$ cat src/rtl/ps2_key_decoder.sv
`default_nettype none
// ============================================================================
//  Module   : ps2_key_decoder
//  Purpose  : Decodes PS/2 keyboard frames (scan code set 2) into a
//             "currently held key" view. The raw keyboard clock and data
//             pass through synchronizers, and the clock is also glitch
//             filtered. An 11-bit frame FSM with a watchdog assembles each
//             byte, and E0/F0 prefix handling produces make/break results.
//  Ports    : clk        - system clock, rising edge
//             rst        - asynchronous reset, active low
//             ps2_clk    - raw keyboard clock (asynchronous)
//             ps2_data   - raw keyboard data (asynchronous)
//             key_data   - scan code of the held key (E0 prefix stripped)
//             in_valid   - high while key_data is held
//             key_strobe - one-cycle pulse per accepted make code
//             frame_err  - one-cycle pulse per aborted/rejected frame
//  Params   : FILT_LEN    - equal samples needed to move the filtered clock
//             TIMEOUT_CYC - clk cycles allowed from start bit to stop bit
//  Macro    : PS2_PARITY_CHECK_EN - when defined, frames with even parity
//             over data+parity are rejected in the STOP state
//  Revision : 1.0 - initial release
// ============================================================================
module ps2_key_decoder #(
  parameter int FILT_LEN    = 8,
  parameter int TIMEOUT_CYC = 50000
) (
  input  logic       clk,
  input  logic       rst,
  input  logic       ps2_clk,
  input  logic       ps2_data,
  output logic [7:0] key_data,
  output logic       in_valid,
  output logic       key_strobe,
  output logic       frame_err
);

  localparam int c_FW = $clog2(FILT_LEN + 1);
  localparam int c_TW = $clog2(TIMEOUT_CYC + 1);
  localparam logic [c_FW-1:0] c_FILT_LAST = c_FW'(FILT_LEN - 1);
  localparam logic [c_TW-1:0] c_TMO_LAST  = c_TW'(TIMEOUT_CYC - 1);

`ifdef PS2_PARITY_CHECK_EN
  localparam logic c_PAR_IGNORE = 1'b0;
`else
  localparam logic c_PAR_IGNORE = 1'b1;
`endif

  typedef enum logic [1:0] {
    S_IDLE   = 2'd0,
    S_DATA   = 2'd1,
    S_PARITY = 2'd2,
    S_STOP   = 2'd3
  } state_t;

  logic            r_clk_s1, r_clk_s2, r_dat_s1, r_dat_s2;
  logic            r_clk_filt;
  logic [c_FW-1:0] r_filt_cnt;
  logic [c_TW-1:0] r_tmo_cnt;
  logic [2:0]      r_bit_cnt;
  logic [7:0]      r_shift;
  logic            r_parity;
  logic            r_ext, r_brk;
  logic [7:0]      r_key_data;
  logic            r_in_valid, r_key_strobe, r_frame_err;
  state_t          r_state, w_state_n;

  logic w_clk_diff, w_filt_flip, w_fall, w_tmo, w_par_ok;
  logic w_accept, w_err, w_prefix, w_ext_n, w_brk_n;

  // Two-flop synchronizers; idle bus level is high.
  always_ff @(posedge clk or negedge rst) begin
    if (!rst) begin
      r_clk_s1 <= 1'b1;
      r_clk_s2 <= 1'b1;
      r_dat_s1 <= 1'b1;
      r_dat_s2 <= 1'b1;
    end else begin
      r_clk_s1 <= ps2_clk;
      r_clk_s2 <= r_clk_s1;
      r_dat_s1 <= ps2_data;
      r_dat_s2 <= r_dat_s1;
    end
  end

  // Filter: the level flips on the FILT_LEN-th consecutive differing sample.
  assign w_clk_diff  = (r_clk_s2 != r_clk_filt);
  assign w_filt_flip = w_clk_diff && (r_filt_cnt == c_FILT_LAST);
  // A falling edge is a flip while the filtered level is still high.
  assign w_fall      = w_filt_flip && r_clk_filt;

  always_ff @(posedge clk or negedge rst) begin
    if (!rst) begin
      r_clk_filt <= 1'b1;
      r_filt_cnt <= '0;
    end else if (!w_clk_diff) begin
      r_filt_cnt <= '0;
    end else if (w_filt_flip) begin
      r_filt_cnt <= '0;
      r_clk_filt <= ~r_clk_filt;
    end else begin
      r_filt_cnt <= r_filt_cnt + 1'b1;
    end
  end

  // Watchdog fires on the TIMEOUT_CYC-th cycle spent outside IDLE.
  assign w_tmo    = (r_state != S_IDLE) && (r_tmo_cnt == c_TMO_LAST);
  // Odd parity over 8 data bits plus parity bit is a good frame.
  assign w_par_ok = c_PAR_IGNORE | (^{r_shift, r_parity});

  always_ff @(posedge clk or negedge rst) begin
    if (!rst) r_state <= S_IDLE;
    else      r_state <= w_state_n;
  end

  always_comb begin
    w_state_n = r_state;
    w_accept  = 1'b0;
    w_err     = 1'b0;
    if (w_tmo) begin
      // Timeout wins over a coincident clock edge.
      w_state_n = S_IDLE;
      w_err     = 1'b1;
    end else if (w_fall) begin
      case (r_state)
        S_IDLE:   if (!r_dat_s2) w_state_n = S_DATA;
        S_DATA:   if (r_bit_cnt == 3'd7) w_state_n = S_PARITY;
        S_PARITY: w_state_n = S_STOP;
        S_STOP: begin
          w_state_n = S_IDLE;
          if (r_dat_s2 && w_par_ok) w_accept = 1'b1;
          else                      w_err    = 1'b1;
        end
        default:  w_state_n = S_IDLE;
      endcase
    end
  end

  // Frame datapath.
  always_ff @(posedge clk or negedge rst) begin
    if (!rst) begin
      r_tmo_cnt <= '0;
      r_bit_cnt <= '0;
      r_shift   <= '0;
      r_parity  <= 1'b0;
    end else begin
      if (r_state == S_IDLE || w_tmo) r_tmo_cnt <= '0;
      else                            r_tmo_cnt <= r_tmo_cnt + 1'b1;
      if (w_fall) begin
        case (r_state)
          S_IDLE:   r_bit_cnt <= '0;
          S_DATA: begin
            r_bit_cnt <= r_bit_cnt + 1'b1;
            r_shift   <= {r_dat_s2, r_shift[7:1]};
          end
          S_PARITY: r_parity <= r_dat_s2;
          default:  ;
        endcase
      end
    end
  end

  // Prefix flags: set by E0/F0, cleared by any other byte or any error.
  assign w_prefix = (r_shift == 8'hE0) || (r_shift == 8'hF0);

  always_comb begin
    w_ext_n = r_ext;
    w_brk_n = r_brk;
    if (w_err) begin
      w_ext_n = 1'b0;
      w_brk_n = 1'b0;
    end else if (w_accept) begin
      if (r_shift == 8'hE0) begin
        w_ext_n = 1'b1;
      end else if (r_shift == 8'hF0) begin
        w_brk_n = 1'b1;
      end else begin
        w_ext_n = 1'b0;
        w_brk_n = 1'b0;
      end
    end
  end

  always_ff @(posedge clk or negedge rst) begin
    if (!rst) begin
      r_ext        <= 1'b0;
      r_brk        <= 1'b0;
      r_key_data   <= 8'h00;
      r_in_valid   <= 1'b0;
      r_key_strobe <= 1'b0;
      r_frame_err  <= 1'b0;
    end else begin
      r_ext        <= w_ext_n;
      r_brk        <= w_brk_n;
      r_frame_err  <= w_err;
      r_key_strobe <= 1'b0;
      if (w_accept && !w_prefix) begin
        if (!r_brk) begin
          // Make code: last key wins.
          r_key_data   <= r_shift;
          r_in_valid   <= 1'b1;
          r_key_strobe <= 1'b1;
        end else if (r_shift == r_key_data) begin
          // Break only releases the key currently held.
          r_in_valid <= 1'b0;
        end
      end
    end
  end

  assign key_data   = r_key_data;
  assign in_valid   = r_in_valid;
  assign key_strobe = r_key_strobe;
  assign frame_err  = r_frame_err;

endmodule
`default_nettype wire

$ cat config.mk
export PLATFORM = sky130hd
export DESIGN_NAME = ps2_key_decoder
export DESIGN_NICKNAME = d
export VERILOG_FILES = /design/src/rtl/ps2_key_decoder.sv
export SDC_FILE = /design/constraint.sdc
export NUM_CORES = 1
export LEC_CHECK = 0
export ABC_AREA = 0
export CAP_MARGIN = 10
export CORE_MARGIN = 1.5
export CORE_UTILIZATION = 25
export DETAILED_ROUTE_END_ITERATION = 16
export SLEW_MARGIN = 30
export SYNTH_ARGS = -nofsm -noshare
export SYNTH_HDL_FRONTEND = slang
export SYNTH_SLANG_ARGS = --single-unit
$ cat constraint.sdc
create_clock -name clk -period 4.5 [get_ports clk]
set_input_delay 0.9 -clock clk [delete_from_list [all_inputs] [get_ports clk]]
set_output_delay 0.9 -clock clk [all_outputs]
set_load 0.005 [all_outputs]
Word-level counts from Yosys, hierarchy flattened
Cells that the tools add are included.
{ "word_totals": {"ff_bits": 50, "word_cells": 78, "inputBits": 4, "output_inout_bits": 11} }
{ "classes": {"n_addsub": 3, "reduce_logical": 19, "bitwise_logic": 2, "n_eq_ne": 14, "muxes": 25} }
{ "op_table": {"columns": ["op", "n"], "rows": [
  ["$add A16 B1 Y16 const B", 1],
  ["$eq A16 B16 Y1 const B", 1],
  ["$eq A8 B8 Y1 const B", 2],
  ["$mux W1", 16],
  ["$mux W16", 1],
  ["$reduce_and A2 Y1", 6],
  ["$eq A8 B8 Y1", 1],
  ["$mux W2", 4],
  ["$mux W4", 2],
  ["$pmux W2 S4", 1],
  ["$reduce_bool A2 Y1", 4],
  ["$ne A3 B3 Y1 const B", 2],
  ["$pmux W3 S2", 1],
  ["$add A4 B1 Y4 const B", 1],
  ["$eq A2 B2 Y1 const B", 2],
  ["$eq A4 B3 Y1 const B", 1],
  ["$logic_and A1 B1 Y1", 4],
  ["$add A3 B1 Y3 const B", 1],
  ["$eq A3 B3 Y1 const B", 1],
  ["$reduce_and A3 Y1", 1],
  ["$eq A2 B1 Y1 const B", 1],
  ["$logic_not A2 Y1", 1],
  ["$logic_or A1 B1 Y1", 2],
  ["$ne A2 B1 Y1 const B", 1],
  ["4 further kinds", 5]
]} }

Depth between registers and ports, before layout
Gate-level depths: netlist (run 1).
{ "logic_depth": {"word_depth": 7, "depth_mapped": 7, "mapped_depth_nobuf": 7} }

Worst setup path before layout (run 1)
OpenSTA, ideal clock, no wires.
{ "synth_path": {"path_kind": "register to register", "startpoint": "register r_tmo_cnt[0]", "endpoint": "register r_key_data[0] (netlist: key_data[0])", "synth_period_minus_slack_ns": 1.788, "path_buffers": 0, "setup_time_ns": 0.125, "path_slack_ns": 2.712, "path_stages_with_launch": 7, "required_ns": 4.375, "t_arrival_ns": 1.663, "cell_sequence": "dfrtp_1 > ha_1 > and3_1 > nand4_1 > o211ai_2 > nor2_4 > mux2_2"} }
{ "synth_between": {"elab_chain_len": 5} }
{ "synth_rtl": {"columns": ["element", "line", "rtl"], "rows": [
  ["from (decl)", "58", "logic [c_TW-1:0] r_tmo_cnt;"],
  ["from (signal assigned)", "147", "else r_tmo_cnt <= r_tmo_cnt + 1'b1;"],
  ["$eq A16 B16 Y1", "106", "assign w_tmo = (r_state != S_IDLE) && (r_tmo_cnt == c_TMO_LAST);"],
  ["$logic_and A1 B1 Y1", "106", null],
  ["$mux W1", "119", "if (w_tmo) begin"],
  ["$logic_and A1 B1 Y1", "196", "if (w_accept && !w_prefix) begin"],
  ["$reduce_and A2 Y1 (no source line)", null, null],
  ["to (signal assigned)", "199", "r_key_data <= r_shift;"],
  ["to (decl)", "63", "logic [7:0] r_key_data;"]
]} }
Every way passes these cells.
A chain may end at the register's enable or synchronous reset.

Worst setup path after layout (run 1)
{ "layout_path": {"startpoint": "register r_key_data[7] (netlist: key_data[7])", "endpoint": "output key_data[7]"} }
{ "layout_rtl": {"columns": ["element", "line", "rtl"], "rows": [
  ["to (decl)", "31", "output logic [7:0] key_data,"]
]} }
No word-level cell between the ends.

==> run summary, run 1 <==
antenna-violating nets left: 0
Required @ worst endpoint: 3.60 ns
Setup CP Type: register to output pin
Mapped Cells: 184
Post-CTS Setup Bufs: 0
Post-Syn Area per Cell: 12.1 um2
crit share post-route: 0.471
worst path arrival time: 1.22 ns
maximum vdd drop: 0.153 mV
Clk pin slew, worst setup/hold paths: 0.09 ns
worst-margin pin slew: 0.635 ns
share of layout cells above drive strength 1: 0.184
path depth of the worst reg2reg path: 6
r2r setup slk: 2.51 ns
CTS Buf Count: 5
Seq/Total Area, Yosys: 0.565
synth warn: 0
CP max-delay cell: clkdlybuf4s50_1
Die Width: 97.3 um
1st-pass router iterations: 6
Max Fclk: 471 MHz
CTS sink count: 50
first-pass GRT wire length: 6.71 mm
area leader, netlist: dfrtp_1
Yosys top cell area share: 0.506
Core Area: 8680 um2
Ports: 15
hold_sp: r_dat_s1
Die Ht: 97.3 um
cell count along the critical path: 1
CTS Root Cell: clkbuf_8
WHS Endpoint: r_dat_s2
most area-consuming cells after synthesis: dfrtp_1 (51%), mux2_2 (8.6%), xnor2_1 (6.3%), dfstp_2 (5.9%), ha_1 (4.5%)
DR DRC count: 0
via count: 1355
wire per inst: 11.8 um
die area: 9470 um2
synthesis-stage register bit count: 50
Post-DP HPWL: 2.51 mm
worst-path cell chain: clkdlybuf4s50_1
vias in the first global route: 1436
port bufs: 14
Main synth FF type: dfrtp_1
worst path bufs/invs: 1
nets@finish: 217
CTS tree: yes
Worst Setup End Kind: output pin
global placer's final weighted congestion: 0.726
# hold bufs at CTS: 0
Max-slew headroom: 0.577
initial antenna violation count: 0
Post-DP Area: 2500 um2
Vias per Instance: 4.32
GRT Util Overall: 0.0874
cell family with most CP delay: buffers and inverters
Leak Pwr: 1.10 nW
final instance area: 2640 um2
Post-Route WL: 3.69 mm
Ant. Diodes: 0
Setup-failing EPs final: 0
Commonest cells post-synth: dfrtp_1 (45), nor2_1 (23), mux2_2 (17), xnor2_1 (16), nand2_1 (12)
Mapped Nets: 196
ys async rst share: 1.00
CTS H-tree lvls: 2
Congestion Overflow GR: 0
Startpoint Class: register
Crit Reg-Reg Startpoint: r_filt_cnt[0]
RSZ-0062 raised after global routing: false
Netlist cell types: 32
Final Hold Vio Count: 0
largest fanout on the critical path: 3
worst skew pair latency: 0.30 ns
reg2reg end: key_data[3]
Slew Viols, Final: 0
slowest stage delay, CP: 0.52 ns
largest net degree at the start of global routing: 51
hold path depth: 0
Setup TNS Final: 0 ns
iteration-0 DRC count of the detailed router: 47
Post-Syn Area: 2220 um2
# resized after CTS: 0
FP Rows: 34
outcome: completed
maximum root-to-sink buffer count: 2
most common cell in the netlist: dfrtp_1
power density cells: 340 nW/um2
Hold Crit Class: register to register
max-cap violations: 0
Area growth, synth to finish: 18.4%
Initial Util: 0.256
number of enable flip-flop cells after synthesis: 0
clk_skew: 0.00729 ns
Min Clock Period, post-route: 2.12 ns
-- registers in the layout (all words and copies together), names as in the netlist --
register / flops
r_filt_cnt: 4
key_strobe: 1
r_dat_s1: 1
r_bit_cnt: 3
in_valid: 1
r_clk_filt: 1
key_data: 8
r_shift: 8
r_tmo_cnt: 16
r_dat_s2: 1
r_state: 2
r_clk_s1: 1
frame_err: 1
r_clk_s2: 1
r_brk: 1
-- placed cells by master (no fill, tap or decap), types with 4 or more instances in the layout --
cell / synthesis / final
clkbuf_8: 0 / 5
ha_1: 8 / 8
nor3_1: 4 / 4
xor2_1: 8 / 8
nand2_1: 12 / 12
xnor2_1: 16 / 16
mux2_2: 17 / 17
clkdlybuf4s50_1: 0 / 13
nor2_1: 23 / 23
dfrtp_1: 45 / 45
nand3_1: 8 / 8
dfstp_2: 5 / 5
inv_1: 4 / 4
nand4_1: 4 / 4
-- metal layers --
layer / GRT usage / part of all wire / vias to the layer above
met5: 0 / 0 / -
met4: 0.0297 / 0.013 / 0
met3: 0.0237 / 0.036 / 5
met2: 0.143 / 0.47 / 15
met1: 0.112 / 0.48 / 658
li1: - / - / 677
-- worst max path at each step --
stage	from	to	slack [ns]
floorplan	r_tmo_cnt[0]	key_data[0]	2.71
finish	key_data[7]	key_data[7]	2.38
global route	key_data[0]	key_data[0]	2.31
CTS	key_data[3]	key_data[3]	2.36
global placement	r_filt_cnt[0]	key_data[1]	2.57
detailed placement	r_filt_cnt[0]	key_data[3]	2.53
-- per-stage QoR --
stage	hold slack, ns	cells	setup slack (ns)	power [W]	utilization
final	0.361	314	2.38	0.000897	0.304
after global routing	0.369	314	2.31	0.000942	0.304
after CTS	0.363	314	2.36	0.000914	0.304
after detailed placement	0.349	306	2.53	0.000537	0.288
after global placement	0.347	306	2.57	0.000536	0.288
after floorplan	0.345	184	2.71	0.000518	-
-- layout make-up --
class | count | area, um2
Clock buffer | 5 | 68.8
Clock inverter | 3 | 68.8
Fill cell | 899 | 6040
Inverter | 4 | 15.0
Multi-Input combinational cell | 129 | 947
Sequential cell | 50 | 1260
Tap cell | 108 | 135
Timing Repair Buffer | 15 | 143
-- kinds of logic (layout without fill, tap and decap cells) --
logic type | Yosys count | count (layout) | share of synthesized area
fa+ha+maj | 8 | 8 | 0.0450
xor+xnor | 24 | 24 | 0.0945
mux | 17 | 17 | 0.0861
flops | 50 | 50 | 0.565
simple gates | 66 | 66 | 0.156
buf+inv | 5 | 27 | 0.00899
compound gates | 14 | 14 | 0.0444
-- report_power, final --
group | leakage (nW) | switching (W) | internal (W)
Combinational | 0.355 | 0.0000246 | 0.0000204
Clock | 0.0683 | 0.000148 | 0.000223
Sequential | 0.679 | 0.0000120 | 0.000470
(Power assumes the default switching activity.)
==> run 2, diff against run 1 <==
clock period = 1.9 ns   (was 4.5 ns; I/O delays follow)
==> run summary, run 2 (same netlist as run 1, synthesis figures left out) <==
outcome: completed
crit path launch: r_filt_cnt[0]
maximum root-to-sink buffer count: 2 (unchanged)
CTS sink count: 50 (unchanged)
Leak Pwr: 1.16 nW (+5.6%)
CTS Root Cell: clkbuf_8
most frequent cells in the layout: dfrtp_1 (45), nor2_1 (23), mux2_2 (17)
Die Ht: 97.3 um (unchanged)
Setup-failing EPs final: 0 (unchanged)
path depth of the worst reg2reg path: 6 (unchanged)
CTS Buf Count: 5 (unchanged)
Crit Reg-Reg Startpoint: r_filt_cnt[0]
power density cells: 712 nW/um2 (+110%)
initial antenna violation count: 0 (unchanged)
Max-slew headroom: 0.739 (+0.162)
largest net degree at the start of global routing: 51 (unchanged)
Biggest register: r_tmo_cnt
reg2reg end: key_data[3]
maximum vdd drop: 0.367 mV (+140%)
max reg flops: 16 (unchanged)
crit share post-route: 0.942
Post-Place Cells: 317 (+3.6%)
Required @ worst endpoint: 2.09 ns (-1.51 ns)
worst-margin pin slew: 0.389 ns (-0.246 ns)
antenna-violating nets left: 0 (unchanged)
Post-Layout Cell Count: 327 (+4.1%)
Final Hold Vio Count: 0 (unchanged)
final core utilization: 0.315 (+0.0110)
Slew Viols, Final: 0 (unchanged)
r2r setup slk: 0.11 ns (-2.40 ns)
FILL cells: 921 (+2.4%)
worst skew pair latency: 0.30 ns (about the same)
Vias per Instance: 4.43 (+2.5%)
via count: 1447 (+6.8%)
Min Clock Period, post-route: 1.79 ns
final instance area: 2730 um2 (+3.6%)
CTS tree: yes
Post-Route WL: 3.93 mm (+6.4%)
Ports: 15 (unchanged)
share of layout cells above drive strength 1: 0.242 (+0.0575)
Post-DP HPWL: 2.70 mm (+7.4%)
global placer's final weighted congestion: 0.750 (+3.2%)
Worst Setup End Kind: register
die area: 9470 um2 (unchanged)
CTS H-tree lvls: 2 (unchanged)
FP Rows: 34 (unchanged)
DR DRC count: 0 (unchanged)
pre-CTS WS: 0.0368 ns (-2.49 ns)
Startpoint Class: register
vias in the first global route: 1515 (+5.5%)
Area growth, synth to finish: 22.7%
Max Fclk: 559 MHz
nets@finish: 230 (+6.0%)
Initial Util: 0.256 (unchanged)
clk_skew: 0.00794 ns (+0.000647 ns)
largest fanout on the critical path: 5 (+2)
Clk pin slew, worst setup/hold paths: 0.10 ns (about the same)
setup ws final: 0.110 ns (-2.27 ns)
Ant. Diodes: 0 (unchanged)
Setup CP Type: register to register
GRT Util Overall: 0.0890 (+0.00160)
Congestion Overflow GR: 0 (unchanged)
Hold Crit Class: input port to asynchronous set/reset pin
worst path arrival time: 1.98 ns (+0.76 ns)
Post-DP Area: 2590 um2 (+3.8%)
Die Width: 97.3 um (unchanged)
first-pass GRT wire length: 7.01 mm (+4.5%)
Core Area: 8680 um2 (unchanged)
iteration-0 DRC count of the detailed router: 31 (-34%)
wire per inst: 12.0 um (+2.1%)
# hold bufs at CTS: 0 (unchanged)
max-cap violations: 0 (unchanged)
1st-pass router iterations: 4 (-2)
commonest non-fill, non-tap cell in the layout: dfrtp_1
port bufs: 14 (unchanged)
## run 2: cell types whose count changed in the layout (fill, tap and decap cells not counted), sizes merged
cell | previous run | this run
bufinv | 2 | 0
clkinv | 1 | 0
nor2 | 24 | 25
buf | 2 | 14
clkbuf | 5 | 6
inv | 4 | 5
clkinvlp | 0 | 1
## run 2: what timing repair did
action                                  CTS  global route
buffers inserted                          0             1
endpoints found under the setup margin    0             9
gates resized for setup                   0             5
## run 2: worst max path at each step
stage               slack [ns]     endpoint  cells after the start
floorplan                 0.11  key_data[0]                      6
global placement          0.09  key_data[3]                      6
detailed placement        0.04  key_data[0]                      6
CTS                      0.009  key_data[3]                      6
global route            -0.002  key_data[3]                      6
finish                    0.11  key_data[3]                      6
## run 2: where the power goes
group / total (W) / switching [W] / internal (W)
logic: 0.000135 / 0.0000682 / 0.0000666
clock network: 0.000665 / 0.000365 / 0.000300
registers: 0.00114 / 0.0000314 / 0.00111
## run 2: metrics by stage
stage | power (W) | TNS [ns] | hold WS [ns]
after floorplan | 0.00123 | 0 | 0.0844
after global placement | 0.00128 | 0 | 0.346
after detailed placement | 0.00128 | 0 | 0.347
after CTS | 0.00196 | 0 | 0.0527
after global routing | 0.00203 | -0.00201 | 0.0707
final | 0.00194 | 0 | 0.0383
## run 2: layout make-up
| class | count | area [um2] | area share |
|---|---|---|---|
| clock buffer | 6 | 82.6 | 0.0302 |
| clock inverter | 2 | 16.3 | 0.00596 |
| inverter | 4 | 15.0 | 0.00550 |
| multi-input combinational | 130 | 978 | 0.358 |
| sequential | 50 | 1260 | 0.461 |
| tap | 108 | 135 | 0.0495 |
| timing repair buffer | 27 | 245 | 0.0898 |
## run 2: critical path, stage by stage (launching register included)
cell and delay [ns]:
dfrtp_1 0.39, ha_2 0.21, nand3b_1 0.15, nor3_4 0.20, o211ai_4 0.14, nor2_4 0.23, mux2_2 0.35
## run 2: layer usage
metal | vias to the layer above | wire length (um) | GRT usage
met3 | 5 | 129 | 0.0252
met5 | - | 0 | 0
li1 | 706 | - | -
met2 | 20 | 1810 | 0.144
met1 | 716 | 1960 | 0.118
met4 | 0 | 31 | 0.0231
==> patch, RTL diff (config.mk and constraints of run 2) <==
Re-encode `state_t` (4 states) as one-hot, 4 bits wide.
--- a/src/rtl/ps2_key_decoder.sv
+++ b/src/rtl/ps2_key_decoder.sv
@@ -45,11 +45,11 @@
   localparam logic c_PAR_IGNORE = 1'b1;
 `endif
 
-  typedef enum logic [1:0] {
-    S_IDLE   = 2'd0,
-    S_DATA   = 2'd1,
-    S_PARITY = 2'd2,
-    S_STOP   = 2'd3
+  typedef enum logic [3:0] {
+    S_IDLE   = 4'b0001,
+    S_DATA   = 4'b0010,
+    S_PARITY = 4'b0100,
+    S_STOP   = 4'b1000
   } state_t;
 
   logic            r_clk_s1, r_clk_s2, r_dat_s1, r_dat_s2;
Formal check against the unedited RTL: same outputs for any inputs over 10 cycles, from zero or initial values and one cycle with rst low; not proved beyond that.
==> patch against run 2 <==
Synthesized area increased by 13%; first-iteration DRC count increased to 3.3 times the old value; critical path type unchanged; critical path depth unchanged; via count increased by 16%; design area increased by 10%; die area increased by 13%; sequential cell count increased by 2; largest cell class unchanged; highest routed layer unchanged; setup slack got worse by 0.036 ns; count of clock-buffer cells in the layout unchanged; wire length increased by 23%.
Power is not compared: it rests on default switching activity, and its combinational part moved more than twofold at a synthesized area within 25%.
==> patch: results (changes against run 2) <==
Via-per-instance ratio: 4.462 (+0.82%)
Overall Global Routing Usage: 9.793% (+0.90 points)
Final setup skew: 0.008528 ns (+0.0005886 ns)
Post-Synthesis Mean Instance Area: 11.67 µm² (-3.5%)
Wire length of the first global-routing pass: 8217 µm (+17%)
Buffers on Ports: 14 (unchanged)
Antenna violations before repair: 0 (unchanged)
Number of standard cells in the layout, taps in and fillers out: 377 (+15%)
Leakage Power: 1.276 nW
Number of design rule violations left after detail routing: 0 (unchanged)
Average detailed-routed wire length per instance: 12.80 µm (+6.5%)
Type of the most critical hold path: in -> async
Clock-pin slew reported for the worst setup and hold paths after clock tree synthesis: 0.09 ns
Main flop type after synthesis: dfrtp_1
Number of detailed-route iterations in the first pass: 4 (unchanged)
Clock buffers created by TritonCTS: 5 (unchanged)
Final-layout worst hold slack: 0.05176 ns (+0.01350 ns)
Antenna fix cells: 0 (unchanged)
Violation count after the first detailed-route iteration: 101 (+230%)
Most frequent cells after synthesis: dfrtp_1, nor2_1, xnor2_1, nand2_1, o21ai_0
Largest stage delay on the critical path: 0.39 ns (about the same)
Relative slew slack: 72.28% (-1.6 points)
Clock latency on the worst-skew pair: 0.31 ns
Fraction of registers with async set or reset after synthesis: 100.0% (unchanged)
Final Wtd Congestion: 0.7601 (+1.4%)
Yosys warning total: 0 (unchanged)
DP Worst Slack: 0.05214 ns (+0.01529 ns)
Result of the run: finished, final reports clean
H-tree depth: 2 (unchanged)
Largest reg by FF count: r_tmo_cnt
Top Family by Delay on Critical Path: simple AND/OR/NAND/NOR gates
Peak VDD IR: 0.3172 mV
Data required time of the critical path: 2.10 ns
Biggest area contributors in the synthesized netlist: dfrtp_1, dfstp_2, xnor2_1
Total nets after synthesis: 224 (+14%)
Layout cells sized above 1: 22.95% (-1.3 points)
Fill count: 1,030 (+12%)
Maximum fanout encountered on the critical timing path: 8 (+3)
Worst setup slack for register-to-register paths: 0.07 ns (-0.04 ns)
Sequential element share of the synthesized area: 51.91% (-4.6 points)
Reg2reg end: key_data[6]$_DFFE_PN0P_
Largest net degree at the start of global routing: 53 (+3.9%)
Max reg flops: 16 (unchanged)
Root Driver: clkbuf_8
Number of cells after detailed placement: 368 (+16%)
Count of cell types in the netlist: 48 (+50%)
Number of nets in the finished design: 251 (+9.1%)
Critical-path top delay cell: dfrtp_1
Final HPWL DP: 3297 µm (+22%)
Launching point of the worst reg2reg path: r_filt_cnt[0]$_DFF_PN0_
R2r worst-path depth: 6 (unchanged)
[patch: cell type report]
class,count,area (µm²),share of cell area (%)
repair buffers,25,230.2,7.638
inverters,2,7.507,0.2491
multi-input cells,157,1194,39.60
well taps,133,166.4,5.521
clock buffers,6,72.57,2.408
clock inverters,2,35.03,1.162
flip-flops and latches,52,1309,43.42
[patch: power breakdown]
part / switching (W) / internal [W] / leakage, nW
logic: 0.000173 / 0.000185 / 0.533
clock network: 0.000367 / 0.000392 / 0.0552
registers: 0.000121 / 0.00124 / 0.687
[patch: worst reg2reg max path, stage by stage (launching register included)]
cell and delay (ns):
dfrtp_1 0.39, ha_1 0.17, and3b_2 0.24, and3_4 0.24
o211ai_4 0.11, nor2_8 0.24, mux2_4 0.33
[patch: worst max-delay path by stage]
stage	from	endpoint	slack, ns	cells after the start
floorplan	r_filt_cnt[0]$_DFF_PN0_	key_data[0]$_DFFE_PN0P_	0.12	6
global placement	r_state[0]$_DFFE_PN1P_	key_data[0]$_DFFE_PN0P_	0.1	5
detailed placement	r_filt_cnt[0]$_DFF_PN0_	r_shift[6]$_DFFE_PN0P_	0.05	5
CTS	r_filt_cnt[0]$_DFF_PN0_	key_data[6]$_DFFE_PN0P_	0.03	6
global route	r_tmo_cnt[1]$_DFF_PN0_	key_data[6]$_DFFE_PN0P_	-0.007	6
finish	r_filt_cnt[0]$_DFF_PN0_	key_data[6]$_DFFE_PN0P_	0.07	6
[patch: logic make-up (layout without fill, tap and decap cells)]
logic type	after synthesis	in the layout	share of synthesized area (%)
muxes	17	17	8.784
adders and majority gates	4	4	1.985
and+or+nand+nor	81	81	19.21
xor gates and xnor gates	23	23	7.990
DFF	52	52	51.91
AOI/OAI and AO/OA	32	32	8.487
buffers and inverters	7	35	1.638
[patch: per-stage QoR]
step,total power [W],instance area (µm²),utilization (%)
2_1_floorplan,0.001607,2521,-
3_3_place_gp,0.001710,2877,29.43
3_5_place_dp,0.001721,2877,29.43
4_1_cts,0.002482,2984,30.53
5_1_grt,0.002615,3014,30.84
6_report,0.002475,3014,30.84
[patch: layer usage]
layer,up-vias,global-route usage (%),part of all wire (%)
met5,-,0,0
met2,25,15.38,45
met3,9,2.285,2.9
met1,818,13.43,50
li1,830,-,-
met4,0,3.015,1.5
[patch: repair_timing]
item / in CTS / in global routing
endpoints found under the setup margin: 0 / 16
resized for setup: 0 / 6
buffers inserted: 0 / 1
hold buffers: 0 / 0
